==> src/rtl/nf10_nic_port_lookup.sv <==
// Output-port lookup: swaps MAC<->DMA bits of the TUSER destination byte on each packet's first beat.
// Define NIC_LOOKUP_DROP_EN to drop packets whose source port byte is not one-hot.
module nf10_nic_port_lookup #(
   parameter int C_M_AXIS_DATA_WIDTH  = 256,
   parameter int C_S_AXIS_DATA_WIDTH  = 256,
   parameter int C_M_AXIS_TUSER_WIDTH = 128,
   parameter int C_S_AXIS_TUSER_WIDTH = 128,
   parameter int C_S_AXI_DATA_WIDTH   = 32
) (
   input  logic                              axi_aclk,
   input  logic                              axi_reset,
   input  logic [C_S_AXIS_DATA_WIDTH-1:0]    s_axis_tdata,
   input  logic [C_S_AXIS_DATA_WIDTH/8-1:0]  s_axis_tstrb,
   input  logic [C_S_AXIS_TUSER_WIDTH-1:0]   s_axis_tuser,
   input  logic                              s_axis_tvalid,
   output logic                              s_axis_tready,
   input  logic                              s_axis_tlast,
   output logic [C_M_AXIS_DATA_WIDTH-1:0]    m_axis_tdata,
   output logic [C_M_AXIS_DATA_WIDTH/8-1:0]  m_axis_tstrb,
   output logic [C_M_AXIS_TUSER_WIDTH-1:0]   m_axis_tuser,
   output logic                              m_axis_tvalid,
   input  logic                              m_axis_tready,
   output logic                              m_axis_tlast,
   input  logic                              rst_cntrs,
   output logic                              pkt_fwd,
   output logic                              pkt_drop,
   output logic [C_S_AXI_DATA_WIDTH-1:0]     pkt_fwd_cntr,
   output logic [C_S_AXI_DATA_WIDTH-1:0]     pkt_drop_cntr
);

   localparam logic [C_S_AXI_DATA_WIDTH-1:0] CNT_ZERO = {C_S_AXI_DATA_WIDTH{1'b0}};
   localparam logic [C_S_AXI_DATA_WIDTH-1:0] CNT_ONE  = {{(C_S_AXI_DATA_WIDTH-1){1'b0}}, 1'b1};

   typedef enum logic [0:0] {HEADER = 1'b0, PAYLOAD = 1'b1} state_t;

   state_t                            state_r;
   logic                              drop_r;
   logic                              tvalid_r;
   logic                              tlast_r;
   logic [C_M_AXIS_DATA_WIDTH-1:0]    tdata_r;
   logic [C_M_AXIS_DATA_WIDTH/8-1:0]  tstrb_r;
   logic [C_M_AXIS_TUSER_WIDTH-1:0]   tuser_r;
   logic                              fwd_pulse_r;
   logic                              drop_pulse_r;
   logic [C_S_AXI_DATA_WIDTH-1:0]     fwd_cntr_r;
   logic [C_S_AXI_DATA_WIDTH-1:0]     drop_cntr_r;

   logic [7:0]                        src_s;
   logic                              src_valid_s;
   logic [C_M_AXIS_TUSER_WIDTH-1:0]   tuser_hdr_s;
   logic                              drop_s;
   logic                              accept_s;
   logic                              load_s;
   logic                              fwd_done_s;
   logic                              drop_done_s;

   // Even bits are MAC ports, odd bits DMA ports: swapping each pair maps MAC k <-> DMA k.
   function automatic logic [7:0] swap_pairs(input logic [7:0] port);
      logic [7:0] res;
      for (int k = 0; k < 4; k++) begin
         res[2*k]   = port[2*k+1];
         res[2*k+1] = port[2*k];
      end
      return res;
   endfunction

   function automatic logic is_one_hot(input logic [7:0] port);
      logic [3:0] ones;
      ones = 4'd0;
      for (int b = 0; b < 8; b++) begin
         ones = ones + {3'd0, port[b]};
      end
      return (ones == 4'd1);
   endfunction

   assign s_axis_tready = ~tvalid_r | m_axis_tready;
   assign accept_s      = s_axis_tvalid & s_axis_tready;
   assign load_s        = accept_s & ~drop_s;
   assign fwd_done_s    = accept_s & s_axis_tlast & ~drop_s;
   assign drop_done_s   = accept_s & s_axis_tlast & drop_s;

   // Header rewrite and the drop decision that applies to the beat now on s_axis
   always_comb begin
      src_s       = s_axis_tuser[23:16];
      src_valid_s = is_one_hot(src_s);
      tuser_hdr_s = s_axis_tuser;
      if (src_valid_s) begin
         tuser_hdr_s[31:24] = swap_pairs(src_s);
      end else begin
         tuser_hdr_s[31:24] = 8'h00;
      end
      if (state_r == HEADER) begin
`ifdef NIC_LOOKUP_DROP_EN
         drop_s = ~src_valid_s;
`else
         drop_s = 1'b0;
`endif
      end else begin
         drop_s = drop_r;
      end
   end

   // Packet framing FSM and output valid; the decision is latched on the first beat
   always_ff @(posedge axi_aclk) begin
      if (axi_reset) begin
         state_r  <= HEADER;
         drop_r   <= 1'b0;
         tvalid_r <= 1'b0;
      end else begin
         if (load_s) begin
            tvalid_r <= 1'b1;
         end else if (m_axis_tready) begin
            tvalid_r <= 1'b0;
         end
         if (accept_s) begin
            case (state_r)
               HEADER: begin
                  drop_r  <= drop_s;
                  state_r <= s_axis_tlast ? HEADER : PAYLOAD;
               end
               PAYLOAD: begin
                  state_r <= s_axis_tlast ? HEADER : PAYLOAD;
               end
               default: begin
                  state_r <= HEADER;
               end
            endcase
         end
      end
   end

   // Output data register; contents only matter while tvalid_r is set
   always_ff @(posedge axi_aclk) begin
      if (load_s) begin
         tdata_r <= s_axis_tdata;
         tstrb_r <= s_axis_tstrb;
         tlast_r <= s_axis_tlast;
         tuser_r <= (state_r == HEADER) ? tuser_hdr_s : s_axis_tuser;
      end
   end

   // Packet pulses and counters; rst_cntrs wins over a same-cycle increment
   always_ff @(posedge axi_aclk) begin
      if (axi_reset) begin
         fwd_pulse_r  <= 1'b0;
         drop_pulse_r <= 1'b0;
         fwd_cntr_r   <= CNT_ZERO;
         drop_cntr_r  <= CNT_ZERO;
      end else begin
         fwd_pulse_r  <= fwd_done_s;
         drop_pulse_r <= drop_done_s;
         if (rst_cntrs) begin
            fwd_cntr_r  <= CNT_ZERO;
            drop_cntr_r <= CNT_ZERO;
         end else begin
            if (fwd_done_s) begin
               fwd_cntr_r <= fwd_cntr_r + CNT_ONE;
            end
            if (drop_done_s) begin
               drop_cntr_r <= drop_cntr_r + CNT_ONE;
            end
         end
      end
   end

   assign m_axis_tdata  = tdata_r;
   assign m_axis_tstrb  = tstrb_r;
   assign m_axis_tuser  = tuser_r;
   assign m_axis_tvalid = tvalid_r;
   assign m_axis_tlast  = tlast_r;
   assign pkt_fwd       = fwd_pulse_r;
   assign pkt_drop      = drop_pulse_r;
   assign pkt_fwd_cntr  = fwd_cntr_r;
   assign pkt_drop_cntr = drop_cntr_r;

endmodule

==> config.mk <==
export PLATFORM = sky130hd
export DESIGN_NAME = nf10_nic_port_lookup
export DESIGN_NICKNAME = d
export VERILOG_FILES = /design/src/rtl/nf10_nic_port_lookup.sv
export SDC_FILE = /design/constraint.sdc
export NUM_CORES = 1
export LEC_CHECK = 0
export CAP_MARGIN = 20
export CORE_AREA = 4 4 354 356
export DETAILED_ROUTE_END_ITERATION = 12
export DIE_AREA = 0 0 358 360
export GPL_TIMING_DRIVEN = 0
export PLACE_DENSITY = 0.38
export SYNTH_ARGS = -nofsm -noshare
export SYNTH_HDL_FRONTEND = slang
export SYNTH_SLANG_ARGS = --single-unit
==> constraint.sdc <==
create_clock -name axi_aclk -period 31.3 [get_ports axi_aclk]
set_clock_uncertainty 0.15 [all_clocks]
set_input_delay 6.26 -clock axi_aclk [delete_from_list [all_inputs] [get_ports axi_aclk]]
set_output_delay 6.26 -clock axi_aclk [all_outputs]
set_load 0.01 [all_outputs]
### After elaboration in Yosys (flattened, before gate mapping)

Cells that the tools add are included.

| word-level totals | value |
|---|---|
| register bits | 486 |
| bits in latches | 0 |
| memories kept | 0 |
| output and inout bits | 485 |
| memory bits (writable) | 0 |
| logic and storage cells | 39 |
| bits in read-only memories | 0 |
| bits of input ports | 422 |

| operators by class | value |
|---|---|
| $mul | 0 |
| bitwise logic cells | 9 |
| add/sub/neg operators | 9 |
| eq/ne operators | 1 |
| multiplexer cells | 6 |
| div/mod/pow operators | 0 |
| $lt $le $gt $ge | 0 |
| reductions and logical operators | 3 |
| shifts and indexed selects | 0 |

Operators with widths:

| cell | number |
|---|---|
| $add A32 B1 Y32 const B | 2 |
| $mux W32 | 1 |
| $add A4 B1 Y4 | 4 |
| $mux W8 | 1 |
| $and A1 B1 Y1 | 5 |
| $add A3 B1 Y4 | 1 |
| $eq A4 B1 Y1 const B | 1 |
| $mux W1 | 4 |
| $add A2 B1 Y3 | 1 |
| $not A1 Y1 | 3 |
| $add A1 B1 Y2 | 1 |
| $reduce_and A2 Y1 | 1 |
| $reduce_bool A2 Y1 | 1 |
| $reduce_or A2 Y1 | 1 |
| $or A1 B1 Y1 | 1 |

### Longest topological paths before layout

Gate-level depths: netlist (run 1).

| logic depth | value |
|---|---|
| depth in word-level cells | 10 |
| depth in mapped cells | 12 |
| mapped depth without buffers | 12 |

### Worst setup path after synthesis (run 1)

OpenSTA, ideal clock, no wires.

| timing | value |
|---|---|
| path type | input to register |
| start | input m_axis_tready |
| end | register tdata_r[0], in the netlist m_axis_tdata[0], enable pin |
| stages | 5 |
| arrival time | 23.977 ns |
| buffers on the path | 1 |
| required time | 29.946 ns |
| setup slack | 5.969 ns |
| setup time | 1.204 ns |
| cell sequence | nor2b_1 > buf_2 > inv_1 > nand2_1 > nor2_1 |

| between the ends | value |
|---|---|
| longest elaborated chain between the ends | 3 |

Ends and longest elaborated chain:

| item | line | RTL |
|---|---|---|
| start: declaration | 22 | `input logic m_axis_tready,` |
| $or A1 B1 Y1 | 76 | `assign s_axis_tready = ~tvalid_r \| m_axis_tready;` |
| via s_axis_tready | 16 | `output logic s_axis_tready,` |
| $and A1 B1 Y1 | 77 | `assign accept_s = s_axis_tvalid & s_axis_tready;` |
| $and A1 B1 Y1 | 78 | `assign load_s = accept_s & ~drop_s;` |
| via load_s | 53 | `logic load_s;` |
| end signal: assignment | 135 | `tdata_r <= s_axis_tdata;` |
| end: declaration | 40 | `logic [C_M_AXIS_DATA_WIDTH-1:0] tdata_r;` |

The timed path passes the listed nets, and every way through them passes these cells.
A chain may end at the register's enable or synchronous reset.

### Final worst setup path (run 1)

| timing | value |
|---|---|
| start | input m_axis_tready |
| end | output s_axis_tready |

| between the ends | value |
|---|---|
| longest elaborated chain between the ends | 1 |

Ends and longest elaborated chain:

| item | line |
|---|---|
| $or A1 B1 Y1 | 76 |
| end: declaration | 16 |

No other way between the ends.

==> results.md, run 1 <==
* Area Growth Syn to Fin at 86.6%
* Setup WS pre-CTS at 17120 ps
* Crit path launch type: input pin
* Die ar. at 0.129 sq mm
* Relative slew slack at 48.6%
* Final std cells w/o fill at 3519
* Final nets at 2242
* DR DRC count at 0
* P_leak at 0.00998 uW
* Worst EP required at 24890 ps
* Initial DRC count at 643
* Die Wd at 358 um
* Clock Latency Late Sink at 640 ps
* Worst EP arrival at 7760 ps
* Fmax at 70.6 MHz
* Port Buf Inserts at 905
* Ys async rst share at 0%
* Placed cell count at 3364
* Clock slew at the register clock pins of the worst setup and hold paths at 60 ps
* TritonCTS Buffers at 68
* DIE HEIGHT at 360 um
* Final ANT Viol Nets at 0
* Syn avg cell area at 19.5 sq um
* Worst vdd rail ir drop at 0.0000328 V
* CP cell instances: clkdlybuf4s50_1 -> nor2b_1 -> buf_2 -> inv_1 -> clkdlybuf4s50_1
* Worst path slowest cell: clkdlybuf4s50_1
* Commonest non-fill, non-tap cells in the layout: 905 x clkdlybuf4s50_1, 417 x edfxtp_1, 71 x clkbuf_16, 69 x dfxtp_1, 58 x nor2_1
* Synth warn at 0
* CTS tree: yes
* Max Slew Vio Count at 0
* Global Route Usage Sum at 12.9%
* Synthesized area at 0.0160 sq mm
* Post-synthesis sequential area ratio at 87.1%
* Slew @ Worst Pin at 765 ps
* Share of cells above drive strength 1 at 6.97%
* Max-cap viol count at 0
* Worst setup EP type: primary output
* Pwr/cell area at 58.0 mW/mm^2
* Pre-Repair DR Iteration Count at 4
* Clock Sinks at 486
* I/O pin count at 907
* Setup Viol. Count Final at 0
* Top FF cell, synth: edfxtp_1
* Cell variety after synth at 41
* Max FO, Critical Path at 9
* Hold_sp: drop_r$_SDFFE_PP0P_
* Clock Path Buffers at 3
* Vias in the first global route at 12.4k
* Post-CTS sizing at 0
* Total grt overflow at 0
* RSZ-0062 raised after global routing: no
* Drt wl/cell at 24.6 um
* CTS H-Tree Depth at 3
* Commonest non-fill, non-tap cell in the layout: clkdlybuf4s50_1
* Largest net degree at the start of global routing at 38
* Final Worst Setup Slack at 17130 ps
* Initial core utilization at 13.1%
* Placeable core area at 0.122 sq mm
* Minimum clock period at 14170 ps
* Filler cells at 12.7k
* Vias/cell at 3.29
* FP Rows at 128
* Fin crit share at 45.3%
* DP Area at 0.0274 sq mm
* Post-CTS Hold Buffers at 0
* Vias at 11.6k
* Number of flops mapped to enable cells by yosys at 417
* Design Area, Final at 0.0298 sq mm
* Critical path class: in -> out
* Root buffer cell: clkbuf_16
* Status: completed
* Most frequent CP cell: clkdlybuf4s50_1
* R2r startpoint: m_axis_tvalid$_SDFFE_PP0P_
* Critical Path Source: m_axis_tready
* Largest stage delay, worst path at 620 ps
* Initial antenna violation count at 71
* Final WL at 86.4 mm
* Largest delay share family, worst path: buffers and inverters
* Hold Crit Class: reg -> reg
* Syn Inst Count at 817
* FF+latch count, synth at 486
* Reg area at 0.0139 sq mm
* RePlAce Congestion at 0.812
* Post-CTS Setup Bufs at 0
* Final Hold Vio Count at 0
* Multi-input logic area at 0.00191 sq mm
* Syn nets at 1248
* Post-DP HPWL at 73.0 mm
* Worst path bufs/invs at 4
* First-pass GRT wire length at 112 mm
area by class of cell:
type                            count  share of cell area [%]
Sequential cell                   486                    46.7
Antenna cell                       28                   0.235
Tap cell                         1625                    6.83
Clock buffer                       92                    6.30
Multi-Input combinational cell    294                    6.43
Buffer                             19                   0.273
Timing Repair Buffer              924                    31.6
Clock inverter                     33                    1.37
Inverter                           18                   0.227
synthesized netlist by cell type (3+ instances only):
| cell type | n | area [sq um] |
|---|---|---|
| xnor2_1 | 26 | 228 |
| o21ai_0 | 6 | 30.0 |
| nor2_1 | 59 | 221 |
| and4_1 | 10 | 87.6 |
| nand4_1 | 18 | 113 |
| nor4_1 | 15 | 93.8 |
| dfxtp_1 | 69 | 1380 |
| nor4_2 | 3 | 37.5 |
| inv_1 | 18 | 67.6 |
| clkbuf_1 | 15 | 56.3 |
| nand2_1 | 29 | 109 |
| or4_1 | 3 | 22.5 |
| xor2_1 | 26 | 228 |
| or3_1 | 8 | 50.1 |
| and3_1 | 10 | 62.6 |
| nor3_1 | 11 | 55.1 |
| ha_1 | 5 | 62.6 |
| a21oi_1 | 10 | 50.1 |
| nand3_1 | 21 | 105 |
| fa_1 | 4 | 80.1 |
| a22o_1 | 8 | 70.1 |
| and2_1 | 5 | 31.3 |
| edfxtp_1 | 417 | 12500 |
state kept, by name, summed over array words and instances, names as in the netlist:
signal and count:
m_axis_tvalid 1, pkt_fwd 1, m_axis_tdata 256, m_axis_tuser 128, pkt_drop_cntr 32, drop_r 1, m_axis_tlast 1, pkt_drop 1
pkt_fwd_cntr 32, state_r 1, m_axis_tstrb 32
cell families (layout without fill, tap and decap cells):
logic type | after synthesis | in the layout | share of synthesized area [%]
AOI/OAI and AO/OA | 30 | 30 | 1.25
buffers and inverters | 37 | 1086 | 0.933
muxes | 2 | 2 | 0.125
DFF | 486 | 486 | 87.1
other | 0 | 28 | 0
xor gates and xnor gates | 52 | 52 | 2.85
and+or+nand+nor | 201 | 201 | 6.82
adders and majority gates | 9 | 9 | 0.894
power breakdown:
group          switching (uW)  internal, uW  leakage (uW)  total [uW]
sequential               9.70           743       0.00459         753
combinational            76.5           106       0.00428         183
clock                     314           476       0.00110         790
total                     401          1330       0.00998        1730
metal layers:
| layer | global-route usage (%) | vias up | routed length [um] |
|---|---|---|---|
| met4 | 4.19 | 18 | 2580 |
| met1 | 11.9 | 5602 | 27700 |
| met3 | 9.18 | 177 | 13100 |
| met2 | 22.3 | 627 | 42900 |
| li1 | - | 5162 | - |
| met5 | 0 | - | 115 |
stage by stage:
step | utilization (%) | setup TNS (ps) | hold slack, ps | total power, uW
CTS | 24.4 | 0 | 346 | 1770
global route | 24.4 | 0 | 364 | 1800
detailed placement | 22.5 | 0 | 338 | 953
finish | 24.5 | 0 | 346 | 1730
floorplan | - | 0 | 319 | 822
global placement | 22.2 | -1881640 | 330 | 978
path summary, 6_finish.rpt:
kind                                                    end  slack (ps)  cells after the start
worst max-delay path                          s_axis_tready       17130                      5
worst min-delay path                    drop_r$_SDFFE_PP0P_         350                      1
worst min register to register          drop_r$_SDFFE_PP0P_         350                      1
worst max register to register  m_axis_tdata[176]$_DFFE_PP_       28180                     11
No activity file was read; power rests on OpenSTA's default activity.
==> run 2, diff against run 1 <==
Clock period 31.3 ns to 13.6 ns, I/O delays scaled along.
==> results.md, run 2 (synthesis gave the netlist of run 1 again) <==
* Total grt overflow at 0 (unchanged)
* P_leak at 0.00993 uW (-0.49%)
* Drt wl/cell at 24.8 um (+1.0%)
* DR DRC count at 0 (unchanged)
* Worst EP arrival at 4220 ps (-3540 ps)
* Vias in the first global route at 12.4k (-0.097%)
* Hold Crit Class: reg -> reg
* Final WL at 87.0 mm (+0.69%)
* Critical path class: in -> out
* Fmax at 141 MHz
* First-pass GRT wire length at 113 mm (+1.3%)
* Post-CTS Hold Buffers at 0 (unchanged)
* RePlAce Congestion at 0.830 (+2.2%)
* Worst setup EP type: primary output
* Most frequent CP cell: clkdlybuf4s50_1
* Share of cells above drive strength 1 at 6.51% (-0.46 points)
* Final ANT Viol Nets at 0 (unchanged)
* Filler cells at 12.6k (-0.42%)
* TritonCTS Buffers at 67 (-1.5%)
* Pre-Repair DR Iteration Count at 5 (+1)
* Commonest non-fill, non-tap cells in the layout: 905 x clkdlybuf4s50_1, 417 x edfxtp_1, 69 x dfxtp_1, 67 x clkbuf_16, 58 x nor2_1
* Final Hold Vio Count at 0 (unchanged)
* Clock Path Buffers at 3 (unchanged)
* Worst path slowest cell: clkdlybuf4s50_1
* Setup WS pre-CTS at 6280 ps (-10840 ps)
* Final nets at 2239 (-0.13%)
* Setup Viol. Count Final at 0 (unchanged)
* Setup_tns at 0 ps (unchanged)
* Post-DP HPWL at 73.7 mm (+1.0%)
* Port Buf Inserts at 905 (unchanged)
* Final std cells w/o fill at 3508 (-0.31%)
* Clock Sinks at 486 (unchanged)
* Commonest non-fill, non-tap cell in the layout: clkdlybuf4s50_1
* Setup slack, reg-to-reg at 10690 ps (-17490 ps)
* Slew @ Worst Pin at 1010 ps (+249 ps)
* DIE HEIGHT at 360 um (unchanged)
* Root buffer cell: clkbuf_16
* Max reg flops at 256 (unchanged)
* CTS tree: yes
* Pwr/cell area at 132 mW/mm^2 (+130%)
* Max FO, Critical Path at 9 (unchanged)
* Worst EP required at 10730 ps (-14160 ps)
* Initial core utilization at 13.1% (unchanged)
* Clock slew at the register clock pins of the worst setup and hold paths at 50 ps (about the same)
* Placeable core area at 0.122 sq mm (unchanged)
* I/O pin count at 907 (unchanged)
* Relative slew slack at 31.9% (-17 points)
* WHS Path Cells at 2 (+1)
* Worst vdd rail ir drop at 0.0000820 V (+150%)
* Initial DRC count at 740 (+15%)
* Global Route Usage Sum at 13.0% (+0.11 points)
* Minimum clock period at 7090 ps
* Vias at 11.7k (+1.2%)
* Final Worst Setup Slack at 6510 ps (-10620 ps)
* Status: completed
* Crit path launch type: input pin
* Clock Latency Late Sink at 610 ps (-30 ps)
* Placed cell count at 3364 (unchanged)
* Fin crit share at 52.1%
* Post-CTS Setup Bufs at 0 (unchanged)
* R2r startpoint: m_axis_tvalid$_SDFFE_PP0P_
* Hold Worst Slack at 352 ps (+5.66 ps)
* FP Rows at 128 (unchanged)
* Initial antenna violation count at 78 (+9.9%)
* CP cell instances: clkdlybuf4s50_1 -> nor2b_1 -> buf_2 -> inv_1 -> clkdlybuf4s50_1
* Max-cap viol count at 0 (unchanged)
* Worst flop-to-flop path endpoint: m_axis_tdata[170]$_DFFE_PP_
* Largest stage delay, worst path at 620 ps (about the same)
* Vias/cell at 3.34 (+1.5%)
* Multi-input logic area at 0.00191 sq mm (unchanged)
* Post-CTS sizing at 0 (unchanged)
* Hold worst-path end: pkt_drop_cntr[31]$_SDFFE_PP0P_
* Largest net degree at the start of global routing at 37 (-2.6%)
* Reg area at 0.0139 sq mm (unchanged)
* RSZ-0062 raised after global routing: no
* CTS H-Tree Depth at 3 (unchanged)
* R2R cell count at 9 (-2)
* Hold_sp: pkt_drop_cntr[31]$_SDFFE_PP0P_
* Area Growth Syn to Fin at 85.9%
* Die Wd at 358 um (unchanged)
* Max Slew Vio Count at 0 (unchanged)
* Die ar. at 0.129 sq mm (unchanged)
run 2: changes by cell type in the layout (fill, tap and decap cells not counted), sizes merged:
cell / before / now
buf: 22 / 20
clkbuf: 108 / 104
clkdlybuf4s18: 0 / 1
clkinv: 21 / 22
clkinvlp: 2 / 0
diode: 28 / 24
inv: 22 / 21
run 2: stage by stage:
stage / area (sq um) / utilization (%) / power [uW]
after floorplan: 16000 / - / 1860
after global placement: 27100 / 22.2 / 2200
after detailed placement: 27400 / 22.5 / 2190
after CTS: 29600 / 24.3 / 4010
after global routing: 29600 / 24.4 / 4090
final: 29700 / 24.4 / 3910
run 2: routing by layer:
layer / track usage [%] / up-vias / share of wire [%] / wire length (um)
li1: - / 5150 / - / -
met1: 13.3 / 5715 / 35 / 30700
met2: 21.6 / 668 / 49 / 42500
met3: 7.90 / 180 / 13 / 11600
met4: 4.77 / 12 / 2.5 / 2140
met5: 0.296 / - / 0.099 / 86
run 2: power by group:
part	internal, uW	switching [uW]	leakage [uW]
Sequential	1710	24.4	0.00459
Combinational	243	176	0.00428
Clock	1050	704	0.00106
Total	3010	904	0.00993
run 2: worst max-delay path, delay by kind of cell:
kind | cells | cell delay, ps
simple gates | 1 | 40
buf+inv | 4 | 1450
run 2: cell type report:
type                            count  area share (%)
Multi-Input combinational cell    294            6.45
Clock inverter                     31            1.31
Inverter                           18           0.228
Tap cell                         1625            6.85
Buffer                             19           0.274
Timing Repair Buffer              922            31.8
Clock buffer                       89            6.07
Antenna cell                       24           0.202
Sequential cell                   486            46.9
run 2: worst max path at each step:
stage,depth (start not counted),end,slack [ps],start
floorplan,5,m_axis_tdata[0]$_DFFE_PP_,3620,m_axis_tready
global placement,6,m_axis_tdata[150]$_DFFE_PP_,-370,m_axis_tready
detailed placement,13,m_axis_tuser[25]$_DFFE_PP_,6280,s_axis_tuser[16]
CTS,5,s_axis_tready,6490,m_axis_tready
global route,5,s_axis_tready,6460,m_axis_tready
finish,5,s_axis_tready,6510,m_axis_tready
==> run 3, diff against run 2 <==
Clock period 13.6 ns to 7.06 ns, I/O delays scaled along.
==> results.md, run 3 (synthesis gave the netlist of run 1 again) <==
* Share of cells above drive strength 1 at 6.37% (-0.13 points)
* Setup_tns at 0 ps (unchanged)
* Pwr/cell area at 245 mW/mm^2 (+86%)
* Status: completed
* RePlAce Congestion at 0.846 (+1.9%)
* Slew @ Worst Pin at 1060 ps (+42.9 ps)
* WHS Path Cells at 2 (unchanged)
* Hold_sp: pkt_fwd_cntr[31]$_SDFFE_PP0P_
* Max Slew Vio Count at 0 (unchanged)
* Final ANT Viol Nets at 0 (unchanged)
* Vias/cell at 3.35 (+0.22%)
* Filler cells at 12.7k (+0.36%)
* Drt wl/cell at 25.0 um (+0.81%)
* Wire length on met2 at 42.6 mm (about the same)
* Fmax at 187 MHz
* P_leak at 0.00982 uW (-1.1%)
* RSZ-0062 raised after global routing: no
* Post-CTS Hold Buffers at 0 (unchanged)
* Worst EP required at 7390 ps (-3340 ps)
* DR WL met3 at 10.3 mm (-11%)
* Hold Crit Class: reg -> reg
* Vias in the first global route at 12.3k (-0.63%)
* Worst path slowest cell: nor3_1
* Final Hold Vio Count at 0 (unchanged)
* Root buffer cell: clkbuf_16
* Highest Signal Layer: met5
* R2R cell count at 11 (+2)
* Final WL at 87.4 mm (+0.50%)
* Setup slack, reg-to-reg at 4090 ps (-6600 ps)
* Max FO, Critical Path at 8 (-1)
* Largest net degree at the start of global routing at 38 (+2.7%)
* Die ar. at 0.129 sq mm (unchanged)
* Initial DRC count at 758 (+2.4%)
* Worst setup EP type: register
* Initial core utilization at 13.1% (unchanged)
* Worst vdd rail ir drop at 0.000176 V (+110%)
* Clock Sinks at 486 (unchanged)
* Fin crit share at 75.9%
* CTS tree: yes
* I/O pin count at 907 (unchanged)
* Hold worst-path end: pkt_fwd_cntr[31]$_SDFFE_PP0P_
* Largest stage delay, worst path at 850 ps (+230 ps)
* Post-CTS sizing at 0 (unchanged)
* TritonCTS Buffers at 60 (-10%)
* Max reg flops at 256 (unchanged)
* DIE HEIGHT at 360 um (unchanged)
* Commonest non-fill, non-tap cell in the layout: clkdlybuf4s50_1
* Clock slew at the register clock pins of the worst setup and hold paths at 60 ps (about the same)
* Vias at 11.7k (-0.094%)
* Crit path launch type: input pin
* Clock Path Buffers at 3 (unchanged)
* Relative slew slack at 29.0% (-2.9 points)
* Post-CTS Setup Bufs at 0 (unchanged)
* Commonest non-fill, non-tap cells in the layout: 905 x clkdlybuf4s50_1, 417 x edfxtp_1, 69 x dfxtp_1, 61 x clkbuf_16, 58 x nor2_1
* Placed cell count at 3364 (unchanged)
* CP cell instances: clkdlybuf4s50_1 -> inv_1 -> fa_1 -> fa_1 -> fa_1 -> inv_1 -> ha_1 -> inv_1 -> fa_1 -> a2111oi_0 -> a21oi_1 -> nor3_1 -> a22o_1
* Total grt overflow at 0 (unchanged)
* Setup Viol. Count Final at 0 (unchanged)
* Port Buf Inserts at 905 (unchanged)
* Worst flop-to-flop path endpoint: m_axis_tdata[145]$_DFFE_PP_
* Worst path bufs/invs at 4 (unchanged)
* First-pass GRT wire length at 112 mm (-0.63%)
* DRT met1 WL at 32.0 mm (+4.4%)
* FP Rows at 128 (unchanged)
* Clock Latency Late Sink at 650 ps (+40 ps)
* Global Route Usage Sum at 12.9% (-0.057 points)
* Minimum clock period at 5360 ps
* DR DRC count at 0 (unchanged)
* Most frequent CP cell: fa_1
* Largest delay share family, worst path: adder cells
* Final nets at 2232 (-0.31%)
* CTS H-Tree Depth at 2 (-1)
* Max-cap viol count at 0 (unchanged)
* Area Growth Syn to Fin at 84.4%
* Final std cells w/o fill at 3497 (-0.31%)
* R2r startpoint: m_axis_tvalid$_SDFFE_PP0P_
* Critical path class: in -> reg
* Placeable core area at 0.122 sq mm (unchanged)
* Pre-Repair DR Iteration Count at 5 (unchanged)
* Worst EP arrival at 5690 ps (+1470 ps)
* Die Wd at 358 um (unchanged)
* Post-DP HPWL at 74.1 mm (+0.54%)
* Initial antenna violation count at 75 (-3.8%)
==> run 3: cell types whose count changed in the layout (fill, tap and decap cells not counted), sizes merged <==
| cell | change |
|---|---|
| diode | -3 |
| bufinv | -2 |
| inv | -2 |
| buf | +1 |
| clkbuf | -15 |
| clkinvlp | +2 |
| clkdlybuf4s18 | -1 |
| clkinv | +9 |
==> run 3: final cells by class <==
class / count / area (sq um) / share of cell area [%]
Antenna cell: 21 / 52.6 / 0.179
Buffer: 19 / 83.8 / 0.285
Clock buffer: 74 / 1610 / 5.45
Clock inverter: 38 / 337 / 1.14
Inverter: 18 / 72.6 / 0.247
Multi-Input combinational cell: 294 / 1920 / 6.53
Sequential cell: 486 / 13900 / 47.2
Tap cell: 1625 / 2030 / 6.91
Timing Repair Buffer: 922 / 9420 / 32.0
==> run 3: power breakdown <==
part	switching [uW]	internal [uW]	leakage, uW
registers	53.2	3300	0.00459
clock network	1300	1760	0.000946
logic	335	470	0.00428
==> run 3: metrics by stage <==
stage          hold slack [ps]  util, %  total power, uW  instance area (sq um)  setup slack (ps)
2_1_floorplan              319        -             3580                  16000             -1410
4_1_cts                    345     24.1             7380                  29400              1730
3_5_place_dp               335     22.5             4230                  27400              1050
6_report                   337     24.2             7210                  29400              1700
5_1_grt                    365     24.2             7530                  29400              1560
3_3_place_gp               330     22.2             4240                  27100             -5330
==> run 3: tightest hold or removal path, stage by stage (launching register included) <==
cell and delay [ps]:
dfxtp_1 320, o21ai_0 70, a21oi_1 60
==> run 3: layer usage <==
metal | GRT usage [%] | up-vias
met5 | 0 | -
met2 | 21.7 | 673
li1 | - | 5143
met4 | 5.03 | 16
met3 | 6.63 | 188
met1 | 13.8 | 5694
==> run 3: worst max-delay path by stage <==
stage / startpoint / endpoint / cells past startpoint
after floorplan: m_axis_tready / m_axis_tdata[0]$_DFFE_PP_ / 5
after global placement: m_axis_tready / m_axis_tdata[165]$_DFFE_PP_ / 6
after detailed placement: s_axis_tuser[17] / m_axis_tuser[30]$_DFFE_PP_ / 13
after CTS: s_axis_tuser[17] / m_axis_tuser[30]$_DFFE_PP_ / 13
after global routing: s_axis_tuser[17] / m_axis_tuser[30]$_DFFE_PP_ / 13
final: s_axis_tuser[17] / m_axis_tuser[30]$_DFFE_PP_ / 13
